--- config.mk ---
export PLATFORM = sky130hd
export DESIGN_NAME = flap_input_ctrl_flat
export DESIGN_NICKNAME = d
export VERILOG_FILES = /design/src/rtl/flap_input_ctrl_if.sv /design/src/rtl/flap_input_ctrl.sv /design/src/flat_wrapper.sv
export SDC_FILE = /design/constraint.sdc
export NUM_CORES = 1
export LEC_CHECK = 0
export BUFFER_PORTS_ARGS = -buffer_cell sky130_fd_sc_hd__buf_4
export CAP_MARGIN = 5
export CORE_MARGIN = 5
export CORE_UTILIZATION = 45
export CTS_BUF_LIST = sky130_fd_sc_hd__clkbuf_8
export CTS_CLUSTER_DIAMETER = 150
export DETAILED_ROUTE_END_ITERATION = 12
export GPL_TIMING_DRIVEN = 0
export SLEW_MARGIN = 20
export SYNTH_ARGS = -nofsm -noshare
export SYNTH_HDL_FRONTEND = slang
export SYNTH_SLANG_ARGS = --single-unit
--- constraint.sdc ---
create_clock -name Clk -period 4.9 [get_ports Clk]
set_input_delay 0.98 -clock Clk [delete_from_list [all_inputs] [get_ports Clk]]
set_output_delay 0.98 -clock Clk [all_outputs]
set_load 0.02 [all_outputs]
--- src/rtl/flap_input_ctrl_if.sv ---
// Button and game-flow signals exchanged between the playfield and the flap input controller.
interface flap_input_ctrl_if;
  logic BtnRaw;
  logic Tick;
  logic GameOver;
  logic BtnPress;
  logic Start;
  logic Ack;
  logic BtnLevel;

  modport master (
    output BtnRaw, Tick, GameOver,
    input  BtnPress, Start, Ack, BtnLevel
  );

  modport slave (
    input  BtnRaw, Tick, GameOver,
    output BtnPress, Start, Ack, BtnLevel
  );
endinterface

--- src/rtl/flap_input_ctrl.sv ---
// Cleans the raw flap button into Start / Ack / BtnPress strobes for the flight physics block.
//   state  | meaning
//   S_IDLE | waiting for a press to start a game
//   S_PLAY | game running; presses become BtnPress on Tick, subject to cooldown
//   S_OVER | game lost; a press acknowledges and returns to S_IDLE
module flap_input_ctrl #(
  parameter int DEBOUNCE_CYCLES = 500000,
  parameter int CNT_W           = 20,
  parameter int COOLDOWN_TICKS  = 4
) (
  input logic              Clk,
  input logic              reset,
  flap_input_ctrl_if.slave bus
);

  localparam int CD_W = (COOLDOWN_TICKS > 0) ? $clog2(COOLDOWN_TICKS + 1) : 1;
  localparam logic [CNT_W-1:0] DB_LAST = CNT_W'(DEBOUNCE_CYCLES - 1);
  localparam logic [CD_W-1:0]  CD_INIT = CD_W'(COOLDOWN_TICKS);

  typedef enum logic [1:0] {
    S_IDLE = 2'd0,
    S_PLAY = 2'd1,
    S_OVER = 2'd2
  } state_t;

  state_t            state_q, state_d;
  logic              sync1_q, sync1_d;
  logic              sync2_q, sync2_d;
  logic              btn_level_q, btn_level_d;
  logic              level_prev_q, level_prev_d;
  logic [CNT_W-1:0]  db_cnt_q, db_cnt_d;
  logic              pending_q, pending_d;
  logic [CD_W-1:0]   cool_q, cool_d;

  logic ev;
  logic press;
  logic start;
  logic ack;

  always_ff @(posedge Clk) begin
    if (reset) begin
      state_q      <= S_IDLE;
      sync1_q      <= 1'b0;
      sync2_q      <= 1'b0;
      btn_level_q  <= 1'b0;
      level_prev_q <= 1'b0;
      db_cnt_q     <= '0;
      pending_q    <= 1'b0;
      cool_q       <= '0;
    end else begin
      state_q      <= state_d;
      sync1_q      <= sync1_d;
      sync2_q      <= sync2_d;
      btn_level_q  <= btn_level_d;
      level_prev_q <= level_prev_d;
      db_cnt_q     <= db_cnt_d;
      pending_q    <= pending_d;
      cool_q       <= cool_d;
    end
  end

  // Level only moves after the synchronised input has differed for DEBOUNCE_CYCLES straight cycles.
  always_comb begin
    sync1_d      = bus.BtnRaw;
    sync2_d      = sync1_q;
    level_prev_d = btn_level_q;
    btn_level_d  = btn_level_q;
    db_cnt_d     = '0;
    if (sync2_q != btn_level_q) begin
      if (db_cnt_q == DB_LAST) begin
        btn_level_d = sync2_q;
      end else begin
        db_cnt_d = db_cnt_q + 1'b1;
      end
    end
  end

  assign ev = btn_level_q & ~level_prev_q;

  always_comb begin
    state_d   = state_q;
    pending_d = pending_q;
    cool_d    = cool_q;
    press     = 1'b0;
    start     = 1'b0;
    ack       = 1'b0;
    unique case (state_q)
      S_IDLE: begin
        if (ev) begin
          start     = 1'b1;
          state_d   = S_PLAY;
          pending_d = 1'b0;
          cool_d    = '0;
        end
      end
      S_PLAY: begin
        // GameOver wins over a flap landing on the same Tick.
        if (bus.GameOver) begin
          state_d   = S_OVER;
          pending_d = 1'b0;
          cool_d    = '0;
        end else if (bus.Tick) begin
          if ((pending_q | ev) && (cool_q == '0)) begin
            press     = 1'b1;
            pending_d = 1'b0;
            cool_d    = CD_INIT;
          end else if (cool_q != '0) begin
            cool_d = cool_q - 1'b1;
          end
        end else if (ev && (cool_q == '0)) begin
          pending_d = 1'b1;
        end
      end
      S_OVER: begin
        if (ev) begin
          ack     = 1'b1;
          state_d = S_IDLE;
        end
      end
      default: state_d = S_IDLE;
    endcase
  end

  assign bus.BtnPress = press & ~reset;
  assign bus.Start    = start & ~reset;
  assign bus.Ack      = ack & ~reset;
  assign bus.BtnLevel = btn_level_q;

endmodule

--- src/flat_wrapper.sv ---
// flat-port wrapper written by rule: the top's interface ports become plain ports
module flap_input_ctrl_flat 
#(
  parameter int DEBOUNCE_CYCLES = 500000,
  parameter int CNT_W           = 20,
  parameter int COOLDOWN_TICKS  = 4
)
  (Clk, reset, bus_BtnRaw, bus_Tick, bus_GameOver, bus_BtnPress, bus_Start, bus_Ack, bus_BtnLevel);
  flap_input_ctrl_if bus_i ();
  input logic Clk;
  input logic reset;
  input wire logic [$bits(bus_i.BtnRaw)-1:0] bus_BtnRaw;
  input wire logic [$bits(bus_i.Tick)-1:0] bus_Tick;
  input wire logic [$bits(bus_i.GameOver)-1:0] bus_GameOver;
  output wire logic [$bits(bus_i.BtnPress)-1:0] bus_BtnPress;
  output wire logic [$bits(bus_i.Start)-1:0] bus_Start;
  output wire logic [$bits(bus_i.Ack)-1:0] bus_Ack;
  output wire logic [$bits(bus_i.BtnLevel)-1:0] bus_BtnLevel;
  assign bus_i.BtnRaw = bus_BtnRaw;
  assign bus_i.Tick = bus_Tick;
  assign bus_i.GameOver = bus_GameOver;
  assign bus_BtnPress = bus_i.BtnPress;
  assign bus_Start = bus_i.Start;
  assign bus_Ack = bus_i.Ack;
  assign bus_BtnLevel = bus_i.BtnLevel;
  flap_input_ctrl #(.DEBOUNCE_CYCLES(DEBOUNCE_CYCLES), .CNT_W(CNT_W), .COOLDOWN_TICKS(COOLDOWN_TICKS)) u_core (.Clk(Clk), .reset(reset), .bus(bus_i));
endmodule
# ---- Word-level counts from Yosys, hierarchy flattened
# Index checks and enable logic that the tools add are counted.
# W data, S select, Z words.
dict set report totals {
  wordCells 63
  input_bits 5
  out_inout_bits 4
  regBits 30
}
dict set report op_classes {
  bitwise 8
  n_mux 23
  n_reduce_logical 11
  eq_ne 11
  add_sub_neg 2
}
# op count
set ops {}
lappend ops {{$add A20 B1 Y20 const B} 1}
lappend ops {{$eq A20 B19 Y1 const B} 1}
lappend ops {{$mux W3} 5}
lappend ops {{$mux W1} 12}
lappend ops {{$ne A4 B3 Y1 const B} 2}
lappend ops {{$reduce_and A4 Y1} 2}
lappend ops {{$mux W2} 3}
lappend ops {{$pmux W2 S3} 1}
lappend ops {{$pmux W3 S2} 1}
lappend ops {{$and A1 B1 Y1} 4}
lappend ops {{$ne A2 B1 Y1 const B} 2}
lappend ops {{$ne A4 B2 Y1 const B} 1}
lappend ops {{$logic_not A3 Y1} 1}
lappend ops {{$ne A3 B3 Y1 const B} 1}
lappend ops {{$not A1 Y1} 3}
lappend ops {{$reduce_and A3 Y1} 1}
lappend ops {{$reduce_bool A3 Y1} 1}
lappend ops {{$reduce_or A3 Y1} 1}
lappend ops {{$sub A3 B1 Y3 const B} 1}
lappend ops {{$eq A2 B1 Y1 const B} 1}
lappend ops {{$eq A2 B2 Y1 const B} 1}
lappend ops {{$logic_and A1 B1 Y1} 2}
lappend ops {{$logic_not A2 Y1} 1}
lappend ops {{$ne A2 B2 Y1 const B} 1}
lappend ops {{other kinds (5)} 5}

# ---- Longest topological paths before layout
dict set report logic_depth {
  depth_word 9
  ltp_mapped 6
  depth_no_buf 6
}

# ---- Worst setup path after synthesis
# No wires, ideal clock.
dict set report synth_timing {
  kind {input-to-output}
  start {input bus_GameOver}
  end {output bus_BtnPress}
  arrival_time_ns 1.966
  slack_ns 1.954
  n_path_buf 1
  stages 3
  t_required_ns 3.920
  path_cell_list {or3b_1 buf_2 nor3_1}
}
dict set report synth_between {
  elab_chain_len 3
}
# item line_no
set synth_lines {}
lappend synth_lines {{from (decl)} flat_wrapper.sv:14} ;# input wire logic [$bits(bus_i.GameOver)-1:0] bus_GameOver;
lappend synth_lines {{$mux W1} flap_input_ctrl.sv:98} ;# if (bus.GameOver) begin
lappend synth_lines {{$mux W1} flap_input_ctrl.sv:87} ;# unique case (state_q)
lappend synth_lines {{$and A1 B1 Y1} flap_input_ctrl.sv:124} ;# assign bus.BtnPress = press & ~reset;
lappend synth_lines {{to (decl)} flat_wrapper.sv:15} ;# output wire logic [$bits(bus_i.BtnPress)-1:0] bus_BtnPress;
# Every way passes these cells.

# ---- Worst setup path after layout
# Same ends and word-level chain as after synthesis.

==> results.yml <==
power:
  swShare_pct: 20.5
  power.switching_mw: 0.0929
  power_frac_comb_pct: 1.9
  powerDensity_nw_per_um2: 272
  intPower_mw: 0.359
  irDropWorstVdd_v: 0.000160
  power.total_mw: 0.452
  clockPowerShare_pct: 43.8
  p_seq_share_pct: 54.3
  leakagePower_nw: 0.532
synthesis:
  netlist_area_um2: 1460
  synthesis.nets: 176
  synth_top_family_by_area: "simple AND/OR/NAND/NOR gates"
  synthSimpleGateAreaFrac_pct: 30.7
  syn_avg_cell_area_um2: 8.66
  yosysSeqAreaShare_pct: 41.3
  synth_ff_type: "dfxtp_1"
  synth_edf_count: 0
  synth-compound-area-share_pct: 10.6
  synth.distinct_cells: 38
  synth-xor-area-share_pct: 9.03
  ys_seq_elements: 30
  syn_inst: 168
  synth.mux.area_fraction_pct: 0.774
  synthArstFlopShare_pct: 0
  ys.warnings.count: 0
  synthAdderAreaFrac_pct: 2.58
setup_path:
  path_cells: "buf_4 > or3b_1 > buf_2 > nor3_1 > buf_4"
  crit_fanout: 8
  setup.worst_path.end_class: "output port"
  cp_slowest_cell: "or3b_1"
  critPathBufInv: 3
  max_stage_delay_ps: 330
  critPathRequiredTime_ps: 3920
  cp.arrival_ps: 1960
  start_kind: "input port"
  crit_type: "input port to output port"
  cp_top_family: "simple AND/OR/NAND/NOR gates"
  cpMostUsedCell: "buf_4"
final_layout:
  seq_area_um2: 601
  fillers: 290
  layout-area-overhead-vs-synth_pct: 14.2
  fin_nets: 191
  n_antenna_cell: 0
  drive_above_1_share_pct: 14.7
  multiInputGateArea_um2: 781
routing:
  final_antenna_net_count: 0
  via_per_inst: 5.36
  drt-total-wl_um: 2750
  drc: 0
  vias: 1221
  drt_pass1_iterations: 4
  routedWlPerCell_um: 12.1
  drtIter0Drc: 66
timing:
  slew_headroom_pct: 66.2
  setup_viol: 0
  fin_setup_tns_ps: 0
  timing.final.crit_share_pct: 60.1
  finalWorstSetupSlack_ps: 1960
  hold_viol: 0
  skew_ps: 2.93
  slew_violations: 0
  clock.fmax_mhz: 340
  tightest_slew_ps: 507
  rsz0062_at_grt: "false"
  finalCriticalPeriod_ps: 2940
  worst_hold_slack_ps: 445
placed_design:
  place_ws_ps: 1950
  port_buffers: 8
  hpwl_um: 2010
  place.gp.congestion: 0.770
floorplan:
  initial_core_util_pct: 47.3
  rows: 20
  fp.dieH_um: 66.9
  die_w_um: 66.9
  die-area_um2: 4470
  num_io_pins: 9
  fp.coreArea_um2: 3080
clock_network:
  path_clk_slew_ps: 60
  h-tree-depth: 2
  clk_path_buf_depth: 2
  cts_sinks: 30
  cts_tree: "done"
  cts_root_buf: "clkbuf_8"
  clk_latency_ps: 280
  cts_hold_buf: 0
  cts_made_buffers: 5
  cts_resized: 0
  post_cts_buffers: 0
run:
  cap_violations: 0
worst_hold_path:
  hold_path.class: "flop to flop"
grt:
  grt_use_total_pct: 14.4
  grt_first_pass_wirelength_um: 4950
  grt_max_degree: 11
  antenna_found_initial: 0
  grt_pass1_vias: 1154
  overflow: 0
status:
  outcome: "finished, final reports clean"
## state kept, by name (all words and copies together) (netlist names)
name / flops
u_core.sync2_q: 1
u_core.cool_q: 3
u_core.db_cnt_q: 20
u_core.level_prev_q: 1
u_core.sync1_q: 1
u_core.pending_q: 1
u_core.bus.BtnLevel: 1
u_core.state_q: 2
## power groups by stage
stage	Clock (mW)	Combinational [mW]	Sequential [mW]
6_report	0.198	0.00847	0.246
5_1_grt	0.217	0.00936	0.245
4_1_cts	0.208	0.00861	0.245
3_5_place_dp	0	0.00862	0.251
3_3_place_gp	0	0.00849	0.251
2_1_floorplan	0	0.00374	0.251
## layer usage
layer,vias to the layer above,track usage [%],routed length (µm)
met2,23,24.9,1340
met4,0,7.59,58
li1,630,-,-
met3,8,3.54,117
met1,560,16.2,1240
met5,-,0,0
## synth_stat cells (2+ instances only)
| cell | number | area share (%) |
|---|---|---|
| nand4_1 | 7 | 3.0 |
| o21ai_1 | 2 | 0.69 |
| nor2b_1 | 6 | 2.6 |
| a21oi_2 | 2 | 1.2 |
| o21ai_0 | 2 | 0.69 |
| nand2b_1 | 3 | 1.3 |
| clkbuf_1 | 2 | 0.52 |
| nor2_1 | 22 | 5.7 |
| o31ai_1 | 4 | 2.1 |
| buf_2 | 5 | 1.7 |
| nand3_1 | 10 | 3.4 |
| or2_1 | 2 | 0.86 |
| xnor2_1 | 10 | 6.0 |
| inv_1 | 8 | 2.1 |
| a21oi_1 | 7 | 2.4 |
| ha_1 | 3 | 2.6 |
| or4_1 | 2 | 1.0 |
| dfxtp_1 | 30 | 41 |
| nand2_1 | 5 | 1.3 |
| nor3_1 | 6 | 2.1 |
| xor2_1 | 5 | 3.0 |
| nor4_1 | 7 | 3.0 |
| or4_4 | 2 | 1.5 |
| or3_1 | 2 | 0.86 |
## cells in the final DEF (no fill, tap or decap), drive strengths merged
cell	instances
dfxtp	30
nor2	22
buf	14
xnor2	10
nand3	10
inv	9
a21oi	9
nor4	8
nand4	8
clkbuf	8
nor2b	6
nor3	6
nand2	5
xor2	5
o31ai	4
or4	4
o21ai	4
nand2b	3
ha	3
or3	2
or2	2
or3b	1
o211ai	1
nor4b	1
o21bai	1
o221ai	1
o32ai	1
and4	1
mux2	1
o211a	1
nand3b	1
a32oi	1
clkinv	1
## final cells by class
cell class / count / share of cell area (%)
clock inverters: 2 / 0.527
multi-input cells: 122 / 47.0
inverters: 8 / 1.81
well taps: 44 / 3.31
clock buffers: 6 / 4.97
repair buffers: 8 / 3.61
flip-flops and latches: 30 / 36.1
plain buffers: 8 / 2.64
## path summary, 6_finish.rpt
kind                            startpoint                             to  slack, ps  cells after the start
min              u_core.sync1_q$_SDFF_PP0_      u_core.sync2_q$_SDFF_PP0_        450                      1
max                           bus_GameOver                   bus_BtnPress       1960                      5
max reg2reg  u_core.db_cnt_q[0]$_SDFF_PP0_  u_core.db_cnt_q[4]$_SDFF_PP0_       3110                      5
min reg2reg      u_core.sync1_q$_SDFF_PP0_      u_core.sync2_q$_SDFF_PP0_        450                      1
## per-stage QoR
step / utilization [%] / cells / cell area, µm²
3_3_place_gp: 51.0 / 220 / 1570
3_5_place_dp: 51.0 / 220 / 1570
6_report: 54.0 / 228 / 1660
2_1_floorplan: - / 168 / 1460
4_1_cts: 54.0 / 228 / 1660
5_1_grt: 54.0 / 228 / 1660
## logic make-up after synthesis
family | count (synthesis)
AOI/OAI and AO/OA | 23
xor gates and xnor gates | 15
adders and majority gates | 3
buffers and inverters | 16
DFF | 30
muxes | 1
and+or+nand+nor | 80
Power figures use the tool's default switching activity.
